==> src/rtl/fsm_pkg.sv <==
// Shared FSM definitions for the seq, enable and parallel-join controllers.
// Contents:
//   STATE_W - width of the controller state register
//   state_t - controller states IDLE / RUN / DONE (encoding 2'd3 is unused)
package fsm_pkg;

  localparam int unsigned STATE_W = 2;

  typedef enum logic [STATE_W-1:0] {
    IDLE = 2'd0,
    RUN  = 2'd1,
    DONE = 2'd2
  } state_t;

endpackage

==> src/rtl/fsm_par_join.sv <==
// Parallel fork/join controller. A parent go (valid) starts N child groups
// together; the block waits until every child has reported done, then gives
// the parent a one-cycle done pulse (ready). It also counts the cycles spent
// waiting in RUN.
// Ports:
//   clk         - clock, rising edge active
//   reset       - asynchronous reset, active low
//   valid       - go request from the parent controller
//   ready       - one-cycle done pulse to the parent controller
//   valid_child - per-child go, bit i drives child group i (N bits)
//   ready_child - per-child done, bit i from child group i (N bits)
//   cycles      - RUN cycles of the last or current activation, saturating (CW bits)
module fsm_par_join #(
  parameter int unsigned N  = 3,
  parameter int unsigned CW = 16
) (
  input  logic          clk,
  input  logic          reset,
  input  logic          valid,
  output logic          ready,
  output logic [N-1:0]  valid_child,
  input  logic [N-1:0]  ready_child,
  output logic [CW-1:0] cycles
);

  import fsm_pkg::*;

  state_t       state;
  state_t       state_nxt;
  logic [N-1:0] done_mask;
  logic [N-1:0] handshake;

  // A child's done only counts while its go is asserted, so ready_child is
  // ignored in IDLE/DONE and for children that have already finished.
  always_comb begin
    state_nxt   = state;
    ready       = 1'b0;
    valid_child = '0;
    handshake   = '0;
    case (state)
      IDLE: begin
        if (valid) state_nxt = RUN;
      end
      RUN: begin
        valid_child = ~done_mask;
        handshake   = ready_child & valid_child;
        if (&(done_mask | handshake)) state_nxt = DONE;
      end
      DONE: begin
        ready     = 1'b1;
        state_nxt = IDLE;
      end
      default: state_nxt = IDLE;
    endcase
  end

  always_ff @(posedge clk or negedge reset) begin
    if (!reset) begin
      state     <= IDLE;
      done_mask <= '0;
      cycles    <= '0;
    end else begin
      state <= state_nxt;
      case (state)
        IDLE: begin
          if (valid) begin
            done_mask <= '0;
            cycles    <= '0;
          end
        end
        RUN: begin
          done_mask <= done_mask | handshake;
          if (cycles != '1) cycles <= cycles + CW'(1);
        end
        default: ;
      endcase
    end
  end

endmodule

==> config.mk <==
export PLATFORM = sky130hd
export DESIGN_NAME = fsm_par_join
export DESIGN_NICKNAME = d
export VERILOG_FILES = /design/src/rtl/fsm_pkg.sv /design/src/rtl/fsm_par_join.sv
export SDC_FILE = /design/constraint.sdc
export NUM_CORES = 1
export LEC_CHECK = 0
export CAP_MARGIN = 20
export CORE_UTILIZATION = 50
export CTS_CLUSTER_SIZE = 30
export DETAILED_ROUTE_END_ITERATION = 7
export GPL_TIMING_DRIVEN = 1
export PLACE_DENSITY = 0.77
export SKIP_LAST_GASP = 1
export SLEW_MARGIN = 5
export SYNTH_ARGS = -nofsm -noshare
export SYNTH_HDL_FRONTEND = slang
export SYNTH_SLANG_ARGS = --single-unit
==> constraint.sdc <==
create_clock -name clk -period 2.7 [get_ports clk]
set_clock_uncertainty 0.2 [all_clocks]
set_input_delay 0.54 -clock clk [delete_from_list [all_inputs] [get_ports clk]]
set_output_delay 0.54 -clock clk [all_outputs]
set_load 0.05 [all_outputs]
Yosys cells after proc, flatten, opt, wreduce, memory -nomap -nowiden
Index checks and enable logic that the tools add are counted.
- add/sub/neg operators: 1
- eq/ne operators: 6
- muxes and demuxes: 11
- bitwise logic cells: 4
- reductions and logical operators: 6
- operators with widths (kind ; count):
    2-to-1 mux 16 bit ; 2
    one-hot mux 16 bit (2 select lines) ; 1
    adder 16 x 1 -> 16 bit, second input constant ; 1
    != test 16 bit, second input constant ; 1
    2-to-1 mux 3 bit ; 3
    != test 2 bit, second input constant ; 3
    OR 3 bit ; 2
    one-hot mux 3 bit (2 select lines) ; 1
    AND reduction 3 bit ; 2
    2-to-1 mux 2 bit ; 2
    one-hot mux 2 bit (2 select lines) ; 1
    AND reduction 2 bit ; 2
    bitwise AND 3 bit ; 1
    NOT 3 bit ; 1
    == test 2 x 1 -> 1 bit, second input constant ; 1
    == test 2 bit, second input constant ; 1
    logical NOT 2 bit ; 1
    nonzero test 2 bit ; 1
    2-to-1 mux 1 bit ; 1
- register bits after elaboration: 21
- input port bits: 6
- output and inout port bits: 20
- logic and storage cells: 31

Longest topological paths before layout
- word-level depth: 6
- depth in mapped cells: 6
- gate-level depth less buffers: 5

Worst setup path after synthesis
Ideal clock, no wire load.
- path type: flip-flop to output port
- start point: reg state[0]
- end point: out valid_child[0]
- arrival: 1.474 ns
- data required time: 1.960 ns
- setup slack: 0.486 ns
- cell stages (with the launch flop): 5
- buffers on the path: 2
- path through: dfrtp_1 > buf_2 > nand2b_1 > clkbuf_1 > nor2_1
- word-level cells in the longest chain between the ends: 2
- ends and longest elaborated chain (item ; RTL line ; source):
    start, declared ; fsm_par_join.sv:28 ; state_t state;
    start signal, assigned ; fsm_par_join.sv:63 ; state <= state_nxt;
    == test 2 x 1 -> 1 bit ; fsm_par_join.sv:40 ; case (state)
    2-to-1 mux 3 bit ; fsm_par_join.sv:40 ;
    end, declared ; fsm_par_join.sv:21 ; output logic [N-1:0] valid_child,
Every way passes these cells.

Final worst setup path
- start point: reg state[0]
- end point: out ready
- word-level cells in the longest chain between the ends: 2
- ends and longest elaborated chain (item ; RTL line ; source):
    == test 2 bit ; fsm_par_join.sv:40 ;
    2-to-1 mux 1 bit ; fsm_par_join.sv:40 ;
    end, declared ; fsm_par_join.sv:20 ; output logic ready,
Every way passes these cells.

==> results.cfg <==
[status]
run_status = completed

[clocking]
clk_path_buf_depth = 2
clkLatencyLatePin_ns = 0.30
cts-root-buf = clkbuf_4
cts.clk_slew.worst_paths_ns = 0.11
ctsHoldBuffers = 0
cts_tree = done
cts.repair.resized = 0
cts_sinks = 21
htree_levels = 1
cts_buffers = 3
cts_setup_buffers = 0

[final_layout]
finalNetCount = 165
final_area_sq_mm = 0.00145
utilization_pct = 65.6
final_cell_mix = 22 x clkdlybuf4s50_1, 21 x dfrtp_1, 17 x nor2_1
areaGrowthSynthToFinish_pct = 23.8
fill_cells = 199
drive_gt1_share_pct = 6.37
num_antenna_cells = 0
stdcell_count = 185
layout_commonest_cell = clkdlybuf4s50_1

[sta]
hold_violations = 0
layout_min_cycle_time_ns = 2.52
slew_violations = 0
maxSlewHeadroom_pct = 62.9
setup_slack_ns = 0.179
setup_viol = 0
fin_setup_tns_ns = 0
final.period_utilization_pct = 93.4
rsz0062_at_grt = no
fmax_mhz = 397
tightestPinTransition_ns = 0.556
fin_hold_ws_ns = 0.366

[drt]
drt-pass1-iter-count = 4
wl_per_cell_um = 15.0
vias = 1130
first_iter_violations = 38
routed_wl_mm = 2.78
via_per_inst = 6.11
antenna_left = 0
drc = 0

[synthesis]
syn_area_per_cell_sq_um = 8.81
synthesis.nets = 140
synthDistinctLibCells = 35
ys_warn_count = 0
ys_ff_latch = 21
synth_cells = 133
synth.cell_area_sq_mm = 0.00117
yosysSeqAreaShare_pct = 44.8

[run]
cap_violations = 0

[critical_path]
reg2reg_slack_ns = 0.65
crit_start = state[0]
crit_fanout = 10
crit_path_top_delay_cell = clkdlybuf4s50_1
r2r-end = cycles[8]
endpoint_kind = output pin
crit_required_ns = 1.96
timing.rr.start = cycles[0]
slowest_delay_ns = 0.81
r2r_cells = 5
critPathLaunchType = flip-flop
cp.arrival_ns = 1.78
crit_family = buffers and inverters
critical_path_buf_inv_count = 1
cp_cell_sequence = nor2_1 -> clkdlybuf4s50_1
crit_type = reg2out

[placed_design]
hpwl_mm = 2.01
pre_cts_ws_ns = 0.340
post_dp_cell_area_sq_mm = 0.00143
dp.cells = 181
io_buffers = 25
gp_congestion = 0.838

[power_and_ir_drop]
p_total_mw = 1.66
cellLeakagePower_nw = 0.603
cellPowerDensity_mw_per_mm2 = 1140
peakVddDrop_v = 0.000957

[floorplanning]
io_pins = 26
dieHeight_um = 50.4
core_area_sq_mm = 0.00221
fp.dieW_um = 50.4
initial_utilization_pct = 53.0
rows = 17
die_area_sq_mm = 0.00254

[grt]
antenna_found_initial = 0
grt_pass1_vias = 1013
grt_pass1_wl_mm = 4.59
grt-ovfl-total = 0
grt_use_total_pct = 24.4
grt_max_degree = 22

[min_path]
min_path_type = in2async
==> synthesized netlist by cell type <==
cell,instances,area share [%]
o2111ai_4,1,2.2
and2_1,1,0.53
mux2i_1,2,1.7
a311o_1,1,0.85
inv_1,6,1.9
and3_1,5,2.7
or2_1,1,0.53
nand2_1,9,2.9
nor4_1,2,1.1
nand4_1,5,2.7
buf_4,1,0.64
o21ai_1,1,0.43
ha_1,1,1.1
buf_6,1,0.96
nor3_1,4,1.7
and4_1,1,0.75
a31oi_1,7,3.7
o211ai_1,2,1.3
o21a_1,2,1.3
o22a_1,1,0.75
a21oi_1,12,5.1
clkbuf_1,3,0.96
nand2b_1,2,1.1
o21ai_0,8,3.4
o221ai_1,1,0.75
nor2_1,17,5.4
nand3_1,5,2.1
o31a_1,1,0.75
a32o_1,1,0.85
dfrtp_1,21,45
a41oi_1,3,2.2
and3_2,1,0.64
buf_2,2,0.85
a211o_1,1,0.75
nor2b_1,1,0.53
==> power by group <==
group          switching, mW  total [mW]  internal, mW
clock                 0.0910       0.149        0.0577
combinational          0.647       0.952         0.304
sequential             0.146       0.557         0.412
total                  0.884        1.66         0.774
==> state kept, by name, summed over array words and instances, names as in the netlist <==
name	flops
done_mask	3
state	2
cycles	16
==> worst max path at each step <==
| stage | end | slack [ns] | cells past startpoint |
|---|---|---|---|
| floorplan | valid_child[0] | 0.49 | 4 |
| finish | ready | 0.18 | 2 |
| global placement | cycles[11] | 0.41 | 5 |
| CTS | ready | 0.16 | 2 |
| detailed placement | cycles[11] | 0.34 | 5 |
| global route | ready | 0.10 | 2 |
==> final cells by class <==
cell class	count	area, sq um	area share [%]
inverter	6	22.5	1.55
tap	28	35.0	2.41
timing repair buffer	27	258	17.8
multi-input combinational	99	584	40.3
sequential	21	526	36.2
clock buffer	4	26.3	1.81
==> per-layer routing <==
layer  vias up  track usage (%)  part of all wire, %
li1        549                -                    -
met1       533             31.5                   45
met2        42             39.8                   49
met3         6             4.24                  5.0
met4         0             10.6                  1.0
met5         -                0                    0
==> kinds of logic after synthesis <==
group	after synthesis	synth area share [%]
AND/OR/NAND/NOR	54	22.6
AO/OA/AOI/OAI	42	24.4
flip-flops	21	44.8
buffers and inverters	13	5.34
multiplexers	2	1.71
adder cells (fa/ha/maj)	1	1.07
==> worst register-to-register path, stage by stage (launching register included) <==
cell       delay, ns
dfrtp_1         0.44
ha_1            0.24
and3_1          0.31
o2111ai_4       0.17
o21a_1          0.36
a31oi_1         0.26
Note: power is estimated with default switching activity, not from simulation.
